==> src/rtl/quad_pkg.sv <==
// Shared constants for the quadrature decoder: FSM encodings, Gray-code states,
// speed saturation limit and synchronizer depth.
package quad_pkg;

  localparam int ST_W = $clog2(2);
  localparam logic [ST_W-1:0] ST_INIT  = 1'b0;
  localparam logic [ST_W-1:0] ST_TRACK = 1'b1;

  localparam logic [1:0] QS_00 = 2'b00;
  localparam logic [1:0] QS_01 = 2'b01;
  localparam logic [1:0] QS_11 = 2'b11;
  localparam logic [1:0] QS_10 = 2'b10;

  localparam logic [3:0] SPEED_MAX   = 4'd15;
  localparam int         SYNC_STAGES = 2;

  // Successor of a channel pair in the forward (clockwise) Gray sequence.
  function automatic logic [1:0] gray_next(input logic [1:0] ab);
    case (ab)
      QS_00:   gray_next = QS_01;
      QS_01:   gray_next = QS_11;
      QS_11:   gray_next = QS_10;
      QS_10:   gray_next = QS_00;
      default: gray_next = QS_00;
    endcase
  endfunction

endpackage

==> src/rtl/quad_glitch_filter.sv <==
// Single-bit stability filter: the output follows the input only after the input
// has differed from the output for FILTER_CYCLES consecutive cycles.
module quad_glitch_filter #(
  parameter int FILTER_CYCLES = 16
) (
  input  logic CLOCK,
  input  logic RESET,
  input  logic raw,
  output logic filtered
);

  localparam int CNT_W = (FILTER_CYCLES > 1) ? $clog2(FILTER_CYCLES) : 1;
  localparam logic [CNT_W-1:0] CNT_LAST = CNT_W'(FILTER_CYCLES - 1);

  logic [CNT_W-1:0] cnt_r;
  logic             filtered_r;

  // Count consecutive cycles of disagreement; any agreement restarts the count.
  always_ff @(posedge CLOCK or posedge RESET) begin
    if (RESET) begin
      cnt_r      <= '0;
      filtered_r <= 1'b0;
    end else if (raw == filtered_r) begin
      cnt_r <= '0;
    end else if (cnt_r == CNT_LAST) begin
      cnt_r      <= '0;
      filtered_r <= raw;
    end else begin
      cnt_r <= cnt_r + CNT_W'(1);
    end
  end

  assign filtered = filtered_r;

endmodule

==> src/rtl/quad_decoder.sv <==
// Quadrature decoder for the paddle encoder: step strobes, direction, windowed speed
// and illegal-jump flag. Optional input glitch filter: QUAD_GLITCH_FILTER_EN.
module quad_decoder
  import quad_pkg::*;
#(
  parameter int WINDOW_CYCLES = 1_000_000,
  parameter int FILTER_CYCLES = 16
) (
  input  logic       CLOCK,
  input  logic       RESET,
  input  logic       ENC_A,
  input  logic       ENC_B,
  output logic       COUNT_ENABLE,
  output logic       DIRECTION,
  output logic [3:0] SPEED,
  output logic       ERROR
);

`ifdef QUAD_GLITCH_FILTER_EN
  localparam bit FILTER_EN = 1'b1;
`else
  localparam bit FILTER_EN = 1'b0;
`endif

  localparam int INIT_WAIT = SYNC_STAGES + (FILTER_EN ? FILTER_CYCLES : 0);
  localparam int INIT_W    = $clog2(INIT_WAIT + 1);
  localparam int WIN_W     = (WINDOW_CYCLES > 1) ? $clog2(WINDOW_CYCLES) : 1;
  localparam logic [WIN_W-1:0] WIN_LAST = WIN_W'(WINDOW_CYCLES - 1);

  logic [SYNC_STAGES-1:0] a_sync_r, b_sync_r;
  logic [1:0]             ab_s, track_ab_s, diff_s;
  logic                   single_s, double_s;

  logic [ST_W-1:0]   state_r;
  logic [INIT_W-1:0] init_cnt_r;
  logic [1:0]        prev_ab_r;
  logic              count_enable_r, direction_r, error_r;

  logic [WIN_W-1:0]  win_cnt_r;
  logic [3:0]        step_cnt_r, speed_r;
  logic              win_last_s;

  // Two-flop synchronizers for the asynchronous encoder channels.
  always_ff @(posedge CLOCK or posedge RESET) begin
    if (RESET) begin
      a_sync_r <= '0;
      b_sync_r <= '0;
    end else begin
      a_sync_r <= {a_sync_r[SYNC_STAGES-2:0], ENC_A};
      b_sync_r <= {b_sync_r[SYNC_STAGES-2:0], ENC_B};
    end
  end

  assign ab_s = {a_sync_r[SYNC_STAGES-1], b_sync_r[SYNC_STAGES-1]};

`ifdef QUAD_GLITCH_FILTER_EN
  quad_glitch_filter #(.FILTER_CYCLES(FILTER_CYCLES)) u_filter_a (
    .CLOCK(CLOCK), .RESET(RESET), .raw(ab_s[1]), .filtered(track_ab_s[1])
  );
  quad_glitch_filter #(.FILTER_CYCLES(FILTER_CYCLES)) u_filter_b (
    .CLOCK(CLOCK), .RESET(RESET), .raw(ab_s[0]), .filtered(track_ab_s[0])
  );
`else
  assign track_ab_s = ab_s;
`endif

  // Classify the change since the last accepted channel pair.
  always_comb begin
    diff_s   = track_ab_s ^ prev_ab_r;
    single_s = 1'b0;
    double_s = 1'b0;
    if (diff_s == 2'b11) begin
      double_s = 1'b1;
    end else if (diff_s != 2'b00) begin
      single_s = 1'b1;
    end else begin
      single_s = 1'b0;
    end
  end

  // Decoder FSM: settle after reset, then emit step / error strobes.
  always_ff @(posedge CLOCK or posedge RESET) begin
    if (RESET) begin
      state_r        <= ST_INIT;
      init_cnt_r     <= '0;
      prev_ab_r      <= QS_00;
      count_enable_r <= 1'b0;
      direction_r    <= 1'b0;
      error_r        <= 1'b0;
    end else begin
      count_enable_r <= 1'b0;
      error_r        <= 1'b0;
      case (state_r)
        ST_INIT: begin
          if (init_cnt_r == INIT_W'(INIT_WAIT)) begin
            prev_ab_r <= track_ab_s;
            state_r   <= ST_TRACK;
          end else begin
            init_cnt_r <= init_cnt_r + INIT_W'(1);
          end
        end
        ST_TRACK: begin
          if (single_s) begin
            count_enable_r <= 1'b1;
            direction_r    <= (track_ab_s == gray_next(prev_ab_r));
            prev_ab_r      <= track_ab_s;
          end else if (double_s) begin
            error_r   <= 1'b1;
            prev_ab_r <= track_ab_s;
          end
        end
        default: state_r <= ST_INIT;
      endcase
    end
  end

  assign win_last_s = (win_cnt_r == WIN_LAST);

  // Free-running window; the saturating step count is published on the last cycle.
  always_ff @(posedge CLOCK or posedge RESET) begin
    if (RESET) begin
      win_cnt_r  <= '0;
      step_cnt_r <= 4'd0;
      speed_r    <= 4'd0;
    end else if (win_last_s) begin
      win_cnt_r  <= '0;
      step_cnt_r <= 4'd0;
      speed_r    <= (count_enable_r && step_cnt_r != SPEED_MAX) ? step_cnt_r + 4'd1 : step_cnt_r;
    end else begin
      win_cnt_r <= win_cnt_r + WIN_W'(1);
      if (count_enable_r && step_cnt_r != SPEED_MAX) begin
        step_cnt_r <= step_cnt_r + 4'd1;
      end
    end
  end

  assign COUNT_ENABLE = count_enable_r;
  assign DIRECTION    = direction_r;
  assign ERROR        = error_r;
  assign SPEED        = speed_r;

endmodule
==> config.mk <==
export PLATFORM = sky130hd
export DESIGN_NAME = quad_decoder
export DESIGN_NICKNAME = d
export VERILOG_FILES = /design/src/rtl/quad_pkg.sv /design/src/rtl/quad_glitch_filter.sv /design/src/rtl/quad_decoder.sv
export SDC_FILE = /design/constraint.sdc
export NUM_CORES = 1
export LEC_CHECK = 0
export CELL_PAD_IN_SITES_DETAIL_PLACEMENT = 2
export CELL_PAD_IN_SITES_GLOBAL_PLACEMENT = 2
export CORE_UTILIZATION = 42
export CTS_BUF_LIST = sky130_fd_sc_hd__clkbuf_16
export DETAILED_ROUTE_END_ITERATION = 8
export GPL_TIMING_DRIVEN = 0
export PLACE_DENSITY_LB_ADDON = 0.25
export SLEW_MARGIN = 10
export SYNTH_ARGS = -nofsm -noshare
export SYNTH_HDL_FRONTEND = slang
export SYNTH_HIERARCHICAL = 1
export SYNTH_SLANG_ARGS = --single-unit
==> constraint.sdc <==
create_clock -name CLOCK -period 3.4 [get_ports CLOCK]
set_clock_uncertainty 0.15 [all_clocks]
set_input_delay 0.68 -clock CLOCK [delete_from_list [all_inputs] [get_ports CLOCK]]
set_output_delay 0.68 -clock CLOCK [all_outputs]
set_load 0.01 [all_outputs]
==> impl_results.html <==
<table>
<tr><th>Metric</th><th>Value</th></tr>
<tr><th colspan="2">Yosys</th></tr>
<tr><td>Total number of yosys warnings</td><td>6</td></tr>
<tr><td>Gate count of the mapped netlist</td><td>155</td></tr>
<tr><td>Synth Net Count</td><td>164</td></tr>
<tr><td>Syn Area/Cell</td><td>11.5 um^2</td></tr>
<tr><td>Combined area of all synthesized cells</td><td>0.00178 mm^2</td></tr>
<tr><td>Yosys top cell by area</td><td>sky130_fd_sc_hd__dfrtp_1</td></tr>
<tr><td>Proportion of netlist area held by the largest area contributor</td><td>56.2%</td></tr>
<tr><td>Leading post-synthesis cells by cell area</td><td>sky130_fd_sc_hd__dfrtp_1 56%, sky130_fd_sc_hd__xnor2_1 5.4%, sky130_fd_sc_hd__xor2_1 4.9%</td></tr>
<tr><td>Share of synthesized area occupied by flip-flops and latches</td><td>56.2%</td></tr>
<tr><td>Library cells used by synthesis</td><td>34</td></tr>
<tr><td>Register bit count reported by yosys</td><td>40</td></tr>
<tr><th colspan="2">Critical path</th></tr>
<tr><td>Worst R2R Start</td><td>win_cnt_r[0]</td></tr>
<tr><td>Depth of the most critical reg-to-reg path</td><td>6</td></tr>
<tr><td>RR Endpoint</td><td>step_cnt_r[1]</td></tr>
<tr><td>Crit end category</td><td>flip-flop</td></tr>
<tr><td>Last element of the critical path</td><td>step_cnt_r[1]</td></tr>
<tr><td>Data required time of the critical path</td><td>3.41 ns</td></tr>
<tr><td>Arrival time of the worst setup path</td><td>2.56 ns</td></tr>
<tr><td>Register-to-register setup slack</td><td>0.85 ns</td></tr>
<tr><td>CP Max Fanout</td><td>10</td></tr>
<tr><td>Type of element launching the critical path</td><td>flip-flop</td></tr>
<tr><td>Worst setup path startpoint</td><td>win_cnt_r[0]</td></tr>
<tr><td>Class of the most critical setup path</td><td>reg2reg</td></tr>
<tr><th colspan="2">Clocking</th></tr>
<tr><td>Register clock-pin slew on the reported worst setup and hold paths</td><td>0.06 ns</td></tr>
<tr><td>Number of buffers inserted to repair setup after CTS</td><td>0</td></tr>
<tr><td>Clock H-tree levels</td><td>2</td></tr>
<tr><td>Clk buf depth</td><td>2</td></tr>
<tr><td>TritonCTS Buffers</td><td>5</td></tr>
<tr><td>Clock network latency to the later pin of the worst-skew pair</td><td>0.28 ns</td></tr>
<tr><td>Clk root buf</td><td>sky130_fd_sc_hd__clkbuf_16</td></tr>
<tr><td>TritonCTS clock tree</td><td>done</td></tr>
<tr><td>CTS Hold Buffers Added</td><td>0</td></tr>
<tr><td>Number of gates resized after CTS</td><td>0</td></tr>
<tr><td>Number of sinks handled by clock tree synthesis</td><td>40</td></tr>
<tr><th colspan="2">Drt</th></tr>
<tr><td>Total DRC errors in the routed layout</td><td>0</td></tr>
<tr><td>Per-cell via count in the routed design</td><td>5.40</td></tr>
<tr><td>Number of DRC markers in iteration 0</td><td>67</td></tr>
<tr><td>Routed wire length</td><td>4160 um</td></tr>
<tr><td>Per-cell routed wire length</td><td>18.7 um</td></tr>
<tr><td>Antenna violation net count after detailed routing</td><td>0</td></tr>
<tr><td>Drt pass-1 iters</td><td>4</td></tr>
<tr><td>Via count of the routed design</td><td>1,204</td></tr>
<tr><th colspan="2">Global route</th></tr>
<tr><td>Largest net degree at the start of global routing</td><td>41</td></tr>
<tr><td>Global route hottest layer</td><td>met2</td></tr>
<tr><td>M2 GR Usage</td><td>37.3%</td></tr>
<tr><td>Number of global-route vias before repair</td><td>1,320</td></tr>
<tr><td>Met1 GRT Util</td><td>23.6%</td></tr>
<tr><td>GRT Resource Usage Total</td><td>21.5%</td></tr>
<tr><td>Met3 track demand over resource in global routing</td><td>7.19%</td></tr>
<tr><td>Wire length of the first global-routing pass</td><td>6700 um</td></tr>
<tr><td>Number of antenna violations at the first check in global routing</td><td>0</td></tr>
<tr><td>Overflow after GRT</td><td>0</td></tr>
<tr><th colspan="2">Floorplanning</th></tr>
<tr><td>Placeable core area</td><td>0.00403 mm^2</td></tr>
<tr><td>Number of rows in the core area</td><td>23</td></tr>
<tr><td>Die Span X</td><td>67.1 um</td></tr>
<tr><td>Starting density of the core</td><td>44.2%</td></tr>
<tr><td>Die height</td><td>67.1 um</td></tr>
<tr><td>Die outline area</td><td>0.00450 mm^2</td></tr>
<tr><td>Count of boundary I/O pins</td><td>11</td></tr>
<tr><th colspan="2">Timing</th></tr>
<tr><td>Unrepaired setup endpoints after global routing</td><td>no</td></tr>
<tr><td>Summed negative setup slack over all endpoints</td><td>0 ns</td></tr>
<tr><td>Peak clock frequency supported by timing</td><td>392 MHz</td></tr>
<tr><td>Final hold viol count</td><td>0</td></tr>
<tr><td>Final critical-path share of the clock period</td><td>75.1%</td></tr>
<tr><td>Clock period minus worst slack</td><td>2.55 ns</td></tr>
<tr><td>Pins over their slew limit</td><td>0</td></tr>
<tr><td>Slew of the pin with the lowest slew margin</td><td>0.843 ns</td></tr>
<tr><td># setup viols final</td><td>0</td></tr>
<tr><td>Slew Limit Headroom</td><td>43.7%</td></tr>
<tr><th colspan="2">Cells and area</th></tr>
<tr><td>Antenna diode count</td><td>0</td></tr>
<tr><td># nets final</td><td>181</td></tr>
<tr><td>Filler Cells Inserted</td><td>406</td></tr>
<tr><td>Fraction of final layout cells with drive strength greater than 1</td><td>10.4%</td></tr>
<tr><td>Area added between synthesis and finish</td><td>18.3%</td></tr>
<tr><th colspan="2">Power and ir drop</th></tr>
<tr><td>Design Power</td><td>0.00132 W</td></tr>
<tr><td>Peak supply drop</td><td>0.280 mV</td></tr>
<tr><td>Leakage component of the power</td><td>0.970 nW</td></tr>
<tr><td>Power per Cell Area</td><td>628 mW/mm^2</td></tr>
<tr><th colspan="2">Flow run</th></tr>
<tr><td>MaxCap Viol Count</td><td>0</td></tr>
<tr><th colspan="2">Run status</th></tr>
<tr><td>Outcome</td><td>complete, no violations</td></tr>
<tr><th colspan="2">Placed design</th></tr>
<tr><td>IO buf count</td><td>10</td></tr>
<tr><td>RePlAce Congestion</td><td>0.728</td></tr>
<tr><td>Post-DP HPWL</td><td>2890 um</td></tr>
<tr><th colspan="2">Worst hold path</th></tr>
<tr><td>Worst hold-check path type</td><td>reg2reg</td></tr>
</table>
## cell usage after synthesis, drive strengths merged
library cell,instances
nand3b,1
nand3,7
dfrtp,40
mux2i,4
and2b,2
nor2b,2
nand2,9
mux2,4
nand4bb,1
nand4,5
a31o,1
buf,1
a21oi,4
ha,5
o31ai,1
xor2,10
nor4,4
a31oi,1
inv,11
nor3,3
or4,1
and4,1
o21ai,5
and2,1
or2,1
or3,4
xnor2,11
clkbuf,1
and3,1
nor2,13
## flip-flops by register name, indices dropped and copies added (netlist names)
name / flops
prev_ab_r: 2
win_cnt_r: 20
SPEED: 4
COUNT_ENABLE: 1
step_cnt_r: 4
ERROR: 1
DIRECTION: 1
init_cnt_r: 2
a_sync_r: 2
state_r: 1
b_sync_r: 2
## how the worst min path moves through the flow
stage                 from  cells after the start     endpoint
2_1_floorplan  a_sync_r[0]                      0  a_sync_r[1]
3_3_place_gp   b_sync_r[0]                      0  b_sync_r[1]
3_5_place_dp   b_sync_r[0]                      0  b_sync_r[1]
4_1_cts        b_sync_r[0]                      0  b_sync_r[1]
5_1_grt        b_sync_r[0]                      0  b_sync_r[1]
6_report       b_sync_r[0]                      0  b_sync_r[1]
## cell type report
class | count | area (um^2) | area share, %
multi-input cells | 102 | 727 | 34.5
inverters | 11 | 41.3 | 1.96
flip-flops and latches | 40 | 1000 | 47.5
well taps | 50 | 62.6 | 2.97
clock buffers | 5 | 125 | 5.94
plain buffers | 2 | 11.3 | 0.534
repair buffers | 10 | 100 | 4.75
clock inverters | 3 | 38.8 | 1.84
## through the flow
| step | setup slack, ns | area [um^2] | util [%] | instances | hold slack, ns |
|---|---|---|---|---|---|
| 6_report | 0.847 | 2110 | 52.3 | 223 | 0.197 |
| 3_5_place_dp | 0.896 | 1940 | 48.2 | 215 | 0.187 |
| 5_1_grt | 0.717 | 2110 | 52.3 | 223 | 0.211 |
| 3_3_place_gp | 0.865 | 1940 | 48.2 | 215 | 0.184 |
| 4_1_cts | 0.826 | 2110 | 52.3 | 223 | 0.200 |
| 2_1_floorplan | 1.22 | 1780 | - | 155 | 0.181 |
## logic make-up after synthesis
group           synth area share, %
flops                          56.2
simple gates                   18.0
mux                            5.20
fa+ha+maj                      3.51
buf+inv                        2.95
xor+xnor                       10.3
compound gates                 3.80
## critical path: stages, from the launching register on
cell and delay (ns):
sky130_fd_sc_hd__dfrtp_1 0.41, sky130_fd_sc_hd__ha_1 0.24, sky130_fd_sc_hd__nand3_2 0.20, sky130_fd_sc_hd__or3_4 0.40
sky130_fd_sc_hd__nor4_4 0.63, sky130_fd_sc_hd__buf_4 0.30, sky130_fd_sc_hd__nor2_1 0.08
## per-layer routing
metal | vias up | routed length [um]
met5 | - | 0
met4 | 0 | 82
met3 | 9 | 193
met2 | 24 | 2180
met1 | 613 | 1710
li1 | 558 | -
## cell usage in the layout, fill, tap and decap left out, types with 2 or more instances in the layout
master                             n
sky130_fd_sc_hd__dfrtp_1          40
sky130_fd_sc_hd__nor2_1           13
sky130_fd_sc_hd__inv_1            11
sky130_fd_sc_hd__xnor2_1          11
sky130_fd_sc_hd__xor2_1           10
sky130_fd_sc_hd__clkdlybuf4s50_1  10
sky130_fd_sc_hd__nand2_1           9
sky130_fd_sc_hd__nand3_1           6
sky130_fd_sc_hd__nand4_1           5
sky130_fd_sc_hd__o21ai_0           5
sky130_fd_sc_hd__ha_1              5
sky130_fd_sc_hd__clkbuf_16         5
sky130_fd_sc_hd__mux2i_1           4
sky130_fd_sc_hd__a21oi_1           4
sky130_fd_sc_hd__nor4_1            3
sky130_fd_sc_hd__or3_1             3
sky130_fd_sc_hd__nor3_1            3
sky130_fd_sc_hd__mux2_2            2
sky130_fd_sc_hd__mux2_4            2
sky130_fd_sc_hd__nor2b_1           2
sky130_fd_sc_hd__and2b_1           2
## power breakdown
part           leakage [nW]  switching [W]  total (W)  internal, W
logic                 0.379       0.000126   0.000230     0.000104
registers             0.506      0.0000461   0.000571     0.000525
clock network        0.0850       0.000180   0.000522     0.000342
total                 0.970       0.000352    0.00132     0.000971
No activity file was read; power rests on OpenSTA's default activity.
